**config.mk**
```make
export PLATFORM = sky130hd
export DESIGN_NAME = or1200_rst_seq
export DESIGN_NICKNAME = d
export VERILOG_FILES = /design/src/rtl/or1200_rst_pkg.sv /design/src/rtl/or1200_rst_timer.sv /design/src/rtl/or1200_rst_seq.sv
export SDC_FILE = /design/constraint.sdc
export NUM_CORES = 1
export LEC_CHECK = 0
export ABC_AREA = 1
export BUFFER_PORTS_ARGS = -buffer_cell sky130_fd_sc_hd__clkbuf_2
export CORE_MARGIN = 2
export CORE_UTILIZATION = 60
export DETAILED_ROUTE_END_ITERATION = 8
export MAX_ROUTING_LAYER = met4
export PLACE_DENSITY = 0.79
export REMOVE_ABC_BUFFERS = 1
export SLEW_MARGIN = 20
export SYNTH_ARGS = -nofsm -noshare
export SYNTH_HDL_FRONTEND = slang
export SYNTH_SLANG_ARGS = --single-unit
```
**constraint.sdc**
```tcl
create_clock -name clk_i -period 3.4 [get_ports clk_i]
set_clock_uncertainty 0.15 [all_clocks]
set_input_delay 0.68 -clock clk_i [delete_from_list [all_inputs] [get_ports clk_i]]
set_output_delay 0.68 -clock clk_i [all_outputs]
set_load 0.005 [all_outputs]
```
**src/rtl/or1200_rst_pkg.sv**
```systemverilog
`default_nettype none
// ============================================================================
// Module  : or1200_rst_pkg
// Purpose : Shared encodings for the or1200 reset sequencer: FSM state
//           codes and reset-cause codes reported on rst_cause_o.
// Ports   : none (package)
// Rev     : 1.0  initial release
// ============================================================================
package or1200_rst_pkg;

  typedef enum logic [1:0] {
    HOLD    = 2'd0,
    RELEASE = 2'd1,
    RUN     = 2'd2
  } state_t;

  typedef enum logic [1:0] {
    CAUSE_POR = 2'b00,
    CAUSE_SW  = 2'b01,
    CAUSE_WDT = 2'b10
  } cause_t;

endpackage
`default_nettype wire

```
**src/rtl/or1200_rst_timer.sv**
```systemverilog
`default_nettype none
// ============================================================================
// Module  : or1200_rst_timer
// Purpose : CNT_W-bit up-counter with synchronous clear, count enable and a
//           saturating limit. hit flags the last count before the limit,
//           so a registered consumer acting on hit lands exactly on the
//           limit-th cycle. A limit of 0 disables hit.
// Ports   : clk_i  - clock
//           rst_i  - synchronous active-high reset (count -> 0)
//           clr    - synchronous clear, wins over en
//           en     - advance the count by one (stops at limit)
//           limit  - saturation value / terminal count
//           count  - current count
//           hit    - count == limit-1 (never when limit == 0)
// Rev     : 1.0  initial release
// ============================================================================
module or1200_rst_timer
  import or1200_rst_pkg::*;
#(
  parameter int CNT_W = 16
) (
  input  logic             clk_i,
  input  logic             rst_i,
  input  logic             clr,
  input  logic             en,
  input  logic [CNT_W-1:0] limit,
  output logic [CNT_W-1:0] count,
  output logic             hit
);

  always_ff @(posedge clk_i) begin
    if (rst_i || clr) begin
      count <= '0;
    end else if (en && (count < limit)) begin
      count <= count + CNT_W'(1);
    end
  end

  assign hit = (limit != '0) && (count == (limit - CNT_W'(1)));

endmodule
`default_nettype wire

```
**src/rtl/or1200_rst_seq.sv**
```systemverilog
`default_nettype none
// ============================================================================
// Module  : or1200_rst_seq
// Purpose : Reset sequencer for the or1200 SOPC. Holds NUM_CH reset domains
//           asserted for HOLD_CYC cycles after any reset cause, releases
//           them one by one (domain 0 first) every STAGGER_CYC cycles, then
//           runs a watchdog and a sticky run-budget flag.
// Ports   : clk_i        - system clock
//           rst_i        - synchronous active-high master reset
//           sw_rst_req_i - single-cycle software reset request
//           wdt_kick_i   - watchdog service strobe (ignored outside RUN)
//           rst_o        - per-domain reset, active high, registered
//           busy_o       - high while any rst_o bit is asserted
//           run_done_o   - sticky run-budget expiry flag
//           rst_cause_o  - cause of last reset: 00 POR, 01 SW, 10 WDT
// Rev     : 1.0  initial release
// ============================================================================
module or1200_rst_seq
  import or1200_rst_pkg::*;
#(
  parameter int NUM_CH      = 4,
  parameter int HOLD_CYC    = 5,
  parameter int STAGGER_CYC = 2,
  parameter int WDT_CYC     = 1000,
  parameter int RUN_CYC     = 350,
  parameter int CNT_W       = 16
) (
  input  logic              clk_i,
  input  logic              rst_i,
  input  logic              sw_rst_req_i,
  input  logic              wdt_kick_i,
  output logic [NUM_CH-1:0] rst_o,
  output logic              busy_o,
  output logic              run_done_o,
  output logic [1:0]        rst_cause_o
);

  localparam logic [CNT_W-1:0] HOLD_LIM = CNT_W'(HOLD_CYC);
  localparam logic [CNT_W-1:0] REL_LAST = CNT_W'((NUM_CH - 1) * STAGGER_CYC);
  localparam logic [CNT_W-1:0] WDT_LIM  = CNT_W'(WDT_CYC);
  localparam logic [CNT_W-1:0] RUN_LIM  = CNT_W'(RUN_CYC);

  state_t            state;
  state_t            state_nxt;
  logic [NUM_CH-1:0] rst_nxt;
  logic [1:0]        cause_nxt;

  logic [CNT_W-1:0]  seq_cnt;
  logic [CNT_W-1:0]  seq_lim;
  logic              seq_hit;
  logic              seq_clr;
  logic              seq_en;

  logic [CNT_W-1:0]  wdt_cnt;
  logic              wdt_hit;
  logic              wdt_clr;

  logic [CNT_W-1:0]  run_cnt;
  logic              run_hit;
  logic              run_clr;

  logic              in_run;
  logic              wdt_fire;
  logic              restart;

  // Watchdog and run counts are consumed only through their hit flags.
  logic              unused_cnt;
  assign unused_cnt = ^{wdt_cnt, run_cnt};

  assign in_run   = (state == RUN);
  // A kick in the expiry cycle suppresses the fire.
  assign wdt_fire = in_run && wdt_hit && !wdt_kick_i;
  assign restart  = wdt_fire || sw_rst_req_i;

  // --------------------------------------------------------------------------
  // FSM: state register
  // --------------------------------------------------------------------------
  always_ff @(posedge clk_i) begin
    if (rst_i) begin
      state <= HOLD;
    end else begin
      state <= state_nxt;
    end
  end

  // --------------------------------------------------------------------------
  // FSM: next state and next output values
  // --------------------------------------------------------------------------
  always_comb begin
    state_nxt = state;
    rst_nxt   = rst_o;
    cause_nxt = rst_cause_o;
    seq_lim   = HOLD_LIM;
    unique case (state)
      HOLD: begin
        rst_nxt = '1;
        if (seq_hit) begin
          state_nxt = RELEASE;
        end
      end
      RELEASE: begin
        seq_lim = REL_LAST;
        // Release count only rises, so a dropped bit is never revisited and
        // bits fall in ascending order.
        for (int k = 0; k < NUM_CH; k++) begin
          if (seq_cnt == CNT_W'(k * STAGGER_CYC)) begin
            rst_nxt[k] = 1'b0;
          end
        end
        if (seq_cnt == REL_LAST) begin
          state_nxt = RUN;
        end
      end
      RUN: begin
        rst_nxt = '0;
      end
      default: begin
        state_nxt = HOLD;
        rst_nxt   = '1;
      end
    endcase

    if (restart) begin
      state_nxt = HOLD;
      rst_nxt   = '1;
      cause_nxt = wdt_fire ? CAUSE_WDT : CAUSE_SW;
    end
  end

  // Hold/release counter restarts at every state change and every restart.
  assign seq_clr = restart || (state_nxt != state) || in_run;
  assign seq_en  = !in_run;

  // Watchdog and run counters sit at 0 whenever the FSM is not staying in RUN.
  assign wdt_clr = !in_run || (state_nxt != RUN) || wdt_kick_i;
  assign run_clr = !in_run || (state_nxt != RUN);

  or1200_rst_timer #(.CNT_W(CNT_W)) u_seq_tmr (
    .clk_i (clk_i),
    .rst_i (rst_i),
    .clr   (seq_clr),
    .en    (seq_en),
    .limit (seq_lim),
    .count (seq_cnt),
    .hit   (seq_hit)
  );

  or1200_rst_timer #(.CNT_W(CNT_W)) u_wdt_tmr (
    .clk_i (clk_i),
    .rst_i (rst_i),
    .clr   (wdt_clr),
    .en    (in_run),
    .limit (WDT_LIM),
    .count (wdt_cnt),
    .hit   (wdt_hit)
  );

  or1200_rst_timer #(.CNT_W(CNT_W)) u_run_tmr (
    .clk_i (clk_i),
    .rst_i (rst_i),
    .clr   (run_clr),
    .en    (in_run),
    .limit (RUN_LIM),
    .count (run_cnt),
    .hit   (run_hit)
  );

  // --------------------------------------------------------------------------
  // Registered outputs
  // --------------------------------------------------------------------------
  always_ff @(posedge clk_i) begin
    if (rst_i) begin
      rst_o       <= '1;
      busy_o      <= 1'b1;
      run_done_o  <= 1'b0;
      rst_cause_o <= CAUSE_POR;
    end else begin
      rst_o       <= rst_nxt;
      busy_o      <= |rst_nxt;
      run_done_o  <= run_done_o | (in_run & run_hit);
      rst_cause_o <= cause_nxt;
    end
  end

endmodule
`default_nettype wire

```
# Word-level counts from Yosys, hierarchy flattened
# Cells that the tools add are included.
[word_totals]
regBits = 58
in_bits = 4
[classes]
addsub = 4
magnitude_cmp = 3
n_eq_ne = 10
n_mux = 12
bitwise_logic = 2
n_reduce_logical = 20
[op_table]
columns = ["cell", "count"]
rows = [
  ["16-bit by 1-bit adder with 16-bit output, second input constant", 3],
  ["16-bit by 3-bit equality test with 1-bit output, second input constant", 2],
  ["16-bit by 10-bit equality test with 1-bit output, second input constant", 1],
  ["16-bit equality test", 1],
  ["16-bit by 2-bit equality test with 1-bit output, second input constant", 1],
  ["16-bit by 9-bit equality test with 1-bit output, second input constant", 1],
  ["16-bit logical NOT", 1],
  ["16-bit by 10-bit less-than comparator with 1-bit output, second input constant", 1],
  ["16-bit by 3-bit less-than comparator with 1-bit output", 1],
  ["16-bit by 9-bit less-than comparator with 1-bit output, second input constant", 1],
  ["16-bit nonzero test", 1],
  ["2-bit two-way mux", 5],
  ["1-bit logical OR", 8],
  ["4-bit case mux with 2 select lines", 1],
  ["1-bit logical AND", 6],
  ["2-bit case mux with 3 select lines", 1],
  ["1-bit two-way mux", 4],
  ["4-bit two-way mux", 1],
  ["4-bit OR reduction", 1],
  ["3-bit by 1-bit subtractor with 4-bit output, second input constant", 1],
  ["2-bit by 1-bit equality test with 1-bit output, second input constant", 1],
  ["2-bit equality test, second input constant", 1],
  ["1-bit logical NOT", 2],
  ["2-bit logical NOT", 1],
  ["other kinds (4)", 4],
]

# Longest topological paths before layout
# Gate-level depths: netlist (run 1).
[depth]
word_depth = 12
ltp_mapped = 14
depth_no_buf = 13

# Hierarchy
# A second synthesis (run 1) with hierarchy kept.
[hier_totals]
cells_unflattened = 1191
hier_area_um2 = 6901.6
[modules_own_cells]
columns = ["mod", "n_inst", "cells_each", "area_per_inst_um2", "seq_area_each_um2"]
rows = [
  ["or1200_rst_timer", 3, 366, 2115.8, 320.3],
  ["or1200_rst_seq", 1, 93, 554.3, 200.2],
]

# Worst setup path after synthesis (run 1)
# OpenSTA, ideal clock, no wires.
[synth_path]
path_type = "register to register"
start = "register state[0]"
end = "register u_seq_tmr.count[10]"
setup_time_ns = 0.062
arrival_ns = 1.840
path_slack_ns = 1.349
path_stages_with_launch = 15
n_path_buf = 1
cell_sequence = "dfxtp_1 > inv_2 > nor2_2 > inv_1 > ha_1 > nor2_1 > nand2_1 > nor2_1 > nand3_1 > nand2_1 > nand2_1 > nand2_1 > nand3_2 > buf_6 > nor2_2"
[synth_between]
elab_chain_len = 12
word_cells_on_any_way = 22
classes_between = "add/sub (1); order compare (1); eq/ne (4); mux (5); reduce/logical (11)"
[synth_lines]
columns = ["element", "line", "source"]
rows = [
  ["start: declaration", "or1200_rst_seq.sv:43", "state_t state;"],
  ["start signal: assignment", "or1200_rst_seq.sv:82", "state <= state_nxt;"],
  ["2-bit by 1-bit equality test with 1-bit output", "or1200_rst_seq.sv:94", "unique case (state)"],
  ["2-bit two-way mux", "or1200_rst_seq.sv:94", ""],
  ["3-bit by 1-bit subtractor with 4-bit output", "or1200_rst_timer.sv:39", "assign hit = (limit != '0) && (count == (limit - CNT_W'(1)));"],
  ["16-bit equality test", "or1200_rst_timer.sv:39", ""],
  ["1-bit logical AND", "or1200_rst_timer.sv:39", ""],
  ["2-bit two-way mux", "or1200_rst_seq.sv:97", "if (seq_hit) begin"],
  ["2-bit case mux with 3 select lines", "or1200_rst_seq.sv:94", ""],
  ["2-bit two-way mux", "or1200_rst_seq.sv:123", "if (restart) begin"],
  ["2-bit != test", "or1200_rst_seq.sv:131", "assign seq_clr = restart || (state_nxt != state) || in_run;"],
  ["1-bit logical OR (2 in series)", "or1200_rst_seq.sv:131", ""],
  ["1-bit logical OR", "or1200_rst_timer.sv:32", "if (rst_i || clr) begin"],
  ["end signal: assignment", "or1200_rst_timer.sv:35", "count <= count + CNT_W'(1);"],
  ["end: declaration", "or1200_rst_timer.sv:27", "output logic [CNT_W-1:0] count,"],
]
# Several ways; a longest one is shown, not always the timed one.
# A chain may end at the register's enable or synchronous reset.

# Worst setup path after layout (run 1)
[layout_path]
start = "register state[0]"
end = "register u_seq_tmr.count[1]"
# Same word-level chain as after synthesis.

==> results of run 1 <==
## path summary, 6_finish.rpt
kind / startpoint / endpoint / cells past startpoint
max: state[0] / u_seq_tmr.count[1] / 13
min: u_wdt_tmr.count[11] / u_wdt_tmr.count[11] / 2
max reg2reg: state[0] / u_seq_tmr.count[1] / 13
min reg2reg: u_wdt_tmr.count[11] / u_wdt_tmr.count[11] / 2
## Yosys cell counts
cell type and n:
a21oi_1 11, a41oi_1 1, and2_1 1, buf_2 4
buf_6 1, dfxtp_1 58, ha_1 8, inv_1 74
inv_2 2, nand2_1 79, nand2_4 1, nand3_1 34
nand3_2 2, nand3b_1 1, nand4_1 20, nor2_1 66
nor2_2 13, nor2_4 1, nor3_1 5, nor3_2 1
o21ai_0 6, o21ai_1 1, xnor2_1 2, xor2_1 3
## registers in the layout, summed over array words and instances (netlist names)
name / cells
u_wdt_tmr.count: 16
u_seq_tmr.count: 16
state: 2
u_run_tmr.count: 16
busy_o: 1
rst_o: 4
run_done_o: 1
rst_cause_o: 2
## worst max-delay path, delay by kind of cell, from the launching register on
kind / cells / cell delay [ns]
AND/OR/NAND/NOR: 10 / 1.32
flip-flops: 1 / 0.44
adder cells (fa/ha/maj): 1 / 0.28
buffers and inverters: 2 / 0.21
## where the power goes
group | switching [uW] | total (uW) | internal [uW]
Sequential | 2.47 | 684 | 682
Combinational | 15.5 | 24.1 | 8.53
Clock | 264 | 657 | 393
## metrics by stage
stage               utilization, %  cells  total power [uW]
floorplan                        -    390               715
global placement              64.4    453               722
detailed placement            64.4    453               723
CTS                           69.0    468              1380
global route                  69.0    468              1410
finish                        69.0    468              1370
## cell families after synthesis
kind of cell	Yosys count	synth area share, %
xor gates and xnor gates	5	1.60
adders and majority gates	8	3.66
AOI/OAI and AO/OA	19	3.62
DFF	58	42.5
buffers and inverters	81	11.6
and+or+nand+nor	224	37.0
## cell type report
type | instances | share of cell area, %
flip-flops and latches | 58 | 38.4
clock inverters | 2 | 1.16
well taps | 52 | 2.15
inverters | 76 | 9.43
clock buffers | 13 | 5.58
multi-input cells | 256 | 41.5
repair buffers | 11 | 1.82
## metal layers
layer	track usage [%]	part of all wire (%)
met1	27.0	47
met2	38.9	48
met3	8.02	3.6
met4	8.81	1.5
met5	-	0
==> metrics.md, run 1 <==
| Metric | Value |
|---|---|
| Run status | completed |
| FILL cells | 374 |
| First-pass iteration count of the detailed router | 4 |
| Final max-slew violation count | 0 |
| Multi-input logic area | 1250 sq um |
| Die area | 5110 sq um |
| R2R Setup Slk | between 0.8 and 0.9 ns |
| Clock Path Buffers | 2 |
| First-pass GRT wire length | 9290 microns |
| Routed wire length | around 5300 microns |
| Initial antenna violation count | 0 |
| Post-CTS sizing | 0 |
| Total gr overflow | 0 |
| Max rail drop VDD | approximately 0.36 mV |
| CP max-delay cell | dfxtp_1 |
| Tmin final | 2.50 ns |
| Worst setup EP type | flip-flop |
| Num ports | 12 |
| CTS tree | done |
| Max stage delay on crit path | roughly 0.44 ns |
| Layout Nets | around 420 |
| WL per Instance | approximately 11 microns |
| Detail Placement HPWL | approximately 3600 microns |
| Most used cell along the critical path | nand2_1 |
| DRT antenna net count | 0 |
| I/O Buffers | 11 |
| Vias per cell | 5.10 |
| Post-Syn Area | 2730 sq um |
| Initial drt markers | between 150 and 200 |
| Yosys top cell area share | 42.5% |
| Area leader, netlist | dfxtp_1 |
| Final worst-path cycle share | roughly three quarters |
| Min setup slack post-route | between 0.8 and 0.9 ns |
| Initial Util | 62.3% |
| DP Area | 2820 sq um |
| Max-cap violation count | 0 |
| Clock Sinks | 58 |
| Worst path cell trace | inv_2, nor2_2, inv_1, ha_1, nor2_1, nand2_1, nor2_1, nand3_1, nand2_1, nand2_1, nand2_1, nand3_2, nor2_1 |
| Row Count | 24 |
| Die Ht | slightly above 70 microns |
| Vias in the first global route | ~2300 |
| Root Driver | clkbuf_8 |
| Most frequent cells in the layout | nand2_1 (79), inv_1 (74), nor2_1 (66) |
| Share of layout cells above drive strength 1 | ~11% |
| Die Width | between 70 and 80 microns |
| Most common cell after layout, fill and taps aside | nand2_1 |
| YS warnings | 0 |
| Yosys cell types | 24 |
| Worst slew pin tran | 0.974 ns |
| Area delta synth->final | 10.7% |
| Largest net degree at the start of global routing | 17 |
| Startpoint Class | flip-flop |
| Drc violations | 0 |
| Worst path required time | between 3 and 4 ns |
| Min Hold Slack | about 0.28 ns |
| Pre-CTS WS | roughly 0.94 ns |
| Setup CP Type | flip-flop to flip-flop |
| CP max FO | 16 |
| Hold Vio Cnt, Final | 0 |
| P per Cell Area | 451 nW/um^2 |
| Sequential area share after synthesis | between 40% and 50% |
| Syn_area_per_cell | 6.92 sq um |
| Sequential Area | 1160 sq um |
| Static leakage | roughly 0.0013 uW |
| Setup Buffers After CTS | 0 |
| Ant diodes | 0 |
| Worst hold path class | flip-flop to flip-flop |
| Core ar. | between 4000 and 5000 sq um |
| Clock transition at path regs | ~0.06 ns |
| Fin area | 3030 sq um |
| Syn Inst Count | 395 |
| CTS Buf Count | 9 |
| Seq cells post-synth | slightly below 60 |
| Placer Congestion | 0.874 |
| Setup TNS | 0 ns |
| Slew margin rel. | 34.8% |
| Worst EP arrival | about 2.6 ns |
| Unrepaired setup endpoints after global routing | false |
| Vias | 2385 |
| H-tree depth | 3 |
| Cts hold-fix bufs | 0 |
| Worst skew pair latency | roughly 0.34 ns |
| Top cells by area, synth | dfxtp_1 (42%), nand2_1 (11%), inv_1 (10%) |
| GRT Overall Usage | around a quarter |
| Setup violations, final | 0 |
| Max Freq | roughly 0.4 GHz |
Note: power is estimated with default switching activity, not from simulation.
==> run 2, diff against run 1 <==
- CORE_UTILIZATION: 60 -> 55
- PLACE_DENSITY: 0.79 -> 0.76
- clock period: 3.4 -> 2.1 ns (I/O delays scaled with it)
==> run 2 against run 1 <==
  * Non-clock buffer count grew 9
  * Global-route usage is 2.5 points lower
  * Combinational power is 73% higher
  * Cell count increased by 4.9%
  * Clock power increased by 55%
  * Wire length is 2.8% lower
  * Final area is 2.6% higher
  * Die area up 8.6%
  * Critical path depth unchanged
  * Register-to-register slack got worse by 0.72 ns
  * Total power up 59%
  * Largest power group unchanged
  * Highest routed layer unchanged
==> metrics.md, run 2 (synthesized netlist as in run 1, its figures left out) <==
| Metric | Value |
|---|---|
| Max-cap violation count | 0 |
| Setup TNS | 0 ns |
| Max Freq | ~0.52 GHz |
| Area delta synth->final | 13.6% |
| Worst slew pin tran | about 0.5 ns |
| Max stage delay on crit path | between 0.3 and 0.4 ns |
| Static leakage | between 0.001 and 0.0015 uW |
| Drc violations | 0 |
| Run status | completed |
| Final worst-path cycle share | between 90% and 100% |
| I/O Buffers | 11 |
| Die Width | 74.5 microns |
| Sequential Area | approximately 1200 sq um |
| Max rail drop VDD | about 0.43 mV |
| WL per Instance | around 11 microns |
| Post-layout util | 65.3% |
| Layout Nets | between 400 and 500 |
| Tmin final | approximately 1.9 ns |
| Vias | around 2400 |
| CTS Buf Count | 9 |
| Slew margin rel. | 66.4% |
| Row Count | 25 |
| DRT antenna net count | 0 |
| P per Cell Area | 700 nW/um^2 |
| Clock Path Buffers | 2 |
| Multi-input logic area | around 1300 sq um |
| Setup violations, final | 0 |
| First-pass iteration count of the detailed router | 5 |
| Core ar. | roughly 4800 sq um |
| Setup CP Type | flip-flop to flip-flop |
| Initial antenna violation count | 0 |
| Initial drt markers | 134 |
| Routed wire length | just over 5000 microns |
| Ant diodes | 0 |
| Num ports | 12 |
| Largest net degree at the start of global routing | 17 |
| FILL cells | ~440 |
| Worst path required time | roughly 2.2 ns |
| CP max-delay cell | dfxtp_1 |
| Detail Placement HPWL | 3660 microns |
| Vias in the first global route | roughly 2200 |
| H-tree depth | 3 |
| Share of layout cells above drive strength 1 | 12.7% |
| Die Ht | about 74 microns |
| Worst hold path class | primary input to flip-flop |
| Worst setup EP type | flip-flop |
| Die area | between 5000 and 6000 sq um |
| Unrepaired setup endpoints after global routing | false |
| Final max-slew violation count | 0 |
| GRT Overall Usage | around a fifth |
| First-pass GRT wire length | a little under 9000 microns |
| Placer Congestion | 0.836 |
| Post-CTS sizing | 0 |
| Startpoint Class | flip-flop |
| Setup Buffers After CTS | 0 |
| Clock transition at path regs | ~0.06 ns |
| Initial Util | a little under three fifths |
| Worst EP arrival | 1.99 ns |
| Worst path cell trace | inv_2, nor2_2, inv_1, ha_1, nor2_1, nand2_1, nor2_1, nand3_1, nand2_1, nand3_1, nand3_2, buf_6, nor2_1 |
| Root Driver | clkbuf_8 |
| Cts hold-fix bufs | 0 |
| CP max FO | 16 |
| Most used cell along the critical path | nor2_1 |
| Top Registers | u_run_tmr.count: 16 flops, u_seq_tmr.count: 16 flops, u_wdt_tmr.count: 16 flops |
| Hold Vio Cnt, Final | 0 |
| Vias per cell | slightly below 5 |
| Total gr overflow | 0 |
| Most frequent cells in the layout | nand2_1 (79), inv_1 (74), nor2_1 (66) |
| Clock Sinks | 58 |
| Most common cell after layout, fill and taps aside | nand2_1 |
| Worst skew pair latency | approximately 0.33 ns |
| CTS tree | done |
## run 2: final cells by class
type	count	area share (%)
Multi-Input combinational cell	256	40.4
Sequential cell	58	37.4
Inverter	76	9.19
Clock buffer	11	4.88
Timing Repair Buffer	20	4.07
Tap cell	67	2.70
Clock inverter	3	1.29
## run 2: final timing paths
kind                       from                 end  slack, ns  depth (start not counted)
max                    state[0]  u_seq_tmr.count[5]       0.18                         13
min                       rst_i      rst_cause_o[1]       0.18                          2
max reg2reg            state[0]  u_seq_tmr.count[5]       0.18                         13
min reg2reg  u_seq_tmr.count[4]  u_seq_tmr.count[4]       0.28                          2
## run 2: report_power, final
part	total, uW	internal [uW]	switching [uW]
Clock	1020	595	428
Sequential	1110	1100	2.68
Combinational	41.6	16.5	25.2
## run 2: per-stage QoR
stage	setup WS [ns]	hold WS (ns)	instances	area (sq um)	total power, uW
2_1_floorplan	-0.0263	0.258	390	2700	1160
6_report	0.178	0.182	491	3100	2170
3_3_place_gp	0.174	0.265	477	2910	1170
3_5_place_dp	0.128	0.268	477	2910	1170
4_1_cts	0.113	0.177	491	3100	2180
5_1_grt	0.00316	0.200	491	3100	2230
## run 2: metal layers
| metal | global-route usage, % | share of wire (%) | vias up |
|---|---|---|---|
| li1 | - | - | 1277 |
| met1 | 23.7 | 48 | 1055 |
| met5 | - | 0 | - |
| met3 | 5.69 | 3.8 | 11 |
| met2 | 35.9 | 47 | 42 |
| met4 | 8.93 | 1.6 | 0 |
## run 2: worst max-delay path: cells and delay by family (launching register included)
family / cells / cell delay (ns)
and+or+nand+nor: 9 / 0.71
buffers and inverters: 3 / 0.32
adders and majority gates: 1 / 0.27
DFF: 1 / 0.34
==> run 3, diff against run 2 <==
- RECOVER_POWER: default -> 25
==> run 3 against run 2 <==
  * Maximum frequency is 0.29% lower
  * Via count is 0.13% lower
  * Combinational power is 1% lower
  * Setup slack worse by 0.0056 ns
  * Clock power hardly changed
  * Clock-buffer cell count stayed put
  * Register-to-register slack hardly changed
  * Non-clock buffer count stayed put
  * Sequential power hardly changed
  * Largest power group unchanged
  * Global-route usage stayed put
  * Utilization is 0.32 points lower
  * Die area stayed put
==> metrics.md, run 3 (synthesized netlist as in run 1, its figures left out) <==
| Metric | Value |
|---|---|
| Placer Congestion | around 0.84 |
| Clock Sinks | slightly below 60 |
| I/O Buffers | 11 |
| Row Count | 25 |
| FILL cells | 443 |
| Non-Filler Instances | a little under 500 |
| Max Freq | ~0.52 GHz |
| WL per Instance | ~11 microns |
| Largest net degree at the start of global routing | 17 |
| Area delta synth->final | 13.0% |
| CP max FO | 16 |
| Layout Nets | around 430 |
| Core ar. | between 4000 and 5000 sq um |
| Num ports | 12 |
| Critical path buffer and inverter count | 3 |
| CP top delay family | simple AND/OR/NAND/NOR gates |
| Initial Util | roughly 57% |
| Post-Place Cells | 477 |
| Slew margin rel. | 66.5% |
| P per Cell Area | between 700 and 800 nW/um^2 |
| Vias | 2382 |
| Min Hold Slack | 0.181 ns |
| Ant diodes | 0 |
| Max rail drop VDD | between 0.4 and 0.5 mV |
| Power Total | 2170 uW |
| Worst path required time | between 2 and 2.5 ns |
| First-pass iteration count of the detailed router | 7 |
| Run status | completed |
| Worst EP arrival | approximately 2 ns |
| Die Ht | roughly 74 microns |
| Routed wire length | 5180 microns |
| Initial drt markers | approximately 130 |
| CP startpoint | state[0] |
| Setup TNS | 0 ns |
| Most common cell after layout, fill and taps aside | nand2_1 |
| CP max-delay cell | dfxtp_1 |
| Die Width | about 74 microns |
| Worst slew pin tran | roughly 0.5 ns |
| Clock Path Buffers | 2 |
| Final worst-path cycle share | just over 90% |
| Die area | 5550 sq um |
| Worst hold path class | primary input to flip-flop |
| Drc violations | 0 |
| H-tree depth | 3 |
| Vias per cell | roughly 4.9 |
| Hold path start | rst_i |
| Initial antenna violation count | 0 |
| Cts hold-fix bufs | 0 |
| Worst setup EP type | flip-flop |
| Top Registers | u_run_tmr.count: 16 flops, u_seq_tmr.count: 16 flops, u_wdt_tmr.count: 16 flops |
| Max-cap violation count | 0 |
| Max stage delay on crit path | ~0.34 ns |
| Startpoint Class | flip-flop |
| Root Driver | clkbuf_8 |
| Fin area | about 3100 sq um |
| Hold Vio Cnt, Final | 0 |
| Setup violations, final | 0 |
| Most frequent cells in the layout | nand2_1 (79), inv_1 (74), nor2_1 (67) |
| Critical R2R Launch | state[0] |
| Final max-slew violation count | 0 |
| Setup CP Type | flip-flop to flip-flop |
| GRT Overall Usage | around a fifth |
| First-pass GRT wire length | about 9000 microns |
| CTS tree | done |
| Worst skew pair latency | 0.33 ns |
| CTS Buf Count | 9 |
| Static leakage | between 0.001 and 0.0015 uW |
| Clock transition at path regs | 0.06 ns |
| Worst path cell trace | inv_2, nor2_2, inv_1, ha_1, nor2_1, nand2_1, nor2_1, nand3_1, nand2_1, nand3_1, nand3_2, buf_6, nor2_1 |
| Share of layout cells above drive strength 1 | 11.1% |
| Detail Placement HPWL | 3660 microns |
| DP Area | about 2900 sq um |
| DRT antenna net count | 0 |
| Tmin final | ~1.9 ns |
| Most used cell along the critical path | nor2_1 |
| Total gr overflow | 0 |
| Unrepaired setup endpoints after global routing | false |
| Vias in the first global route | ~2200 |
## run 3: area by class of cell
cell class / instances / area (sq um) / area share (%)
multi-input cells: 256 / 1250 / 40.6
inverters: 76 / 285 / 9.24
repair buffers: 20 / 114 / 3.69
clock inverters: 3 / 40.0 / 1.30
well taps: 67 / 83.8 / 2.71
clock buffers: 11 / 151 / 4.90
flip-flops and latches: 58 / 1160 / 37.6
## run 3: per-stage QoR
step / worst slack (ns) / utilization [%]
final: 0.172 / 64.9
after global routing: 0.00316 / 64.9
after CTS: 0.113 / 65.2
after detailed placement: 0.128 / 61.2
after global placement: 0.174 / 61.2
after floorplan: -0.0263 / -
## run 3: what timing repair did
action | CTS | global route
setup buffers | 0 | 0
resized for setup | 0 | 1
endpoints found under the setup margin | 0 | 16
## run 3: final timing paths
check	cells after the start	endpoint	slack (ns)
max	13	u_seq_tmr.count[5]	0.17
min	2	rst_cause_o[1]	0.18
max reg2reg	13	u_seq_tmr.count[5]	0.17
min reg2reg	2	u_seq_tmr.count[4]	0.28
## run 3: routing by layer
layer / part of all wire, % / global-route usage (%) / vias up
met4: 1.5 / 8.93 / 0
met3: 4.2 / 5.69 / 9
met2: 47 / 35.9 / 50
met1: 48 / 23.7 / 1047
met5: 0 / - / -
li1: - / - / 1276
## run 3: report_power, final
| part | internal, uW | switching, uW |
|---|---|---|
| Sequential | 1100 | 2.68 |
| Clock | 595 | 427 |
| Combinational | 16.2 | 24.9 |
| Total | 1710 | 455 |
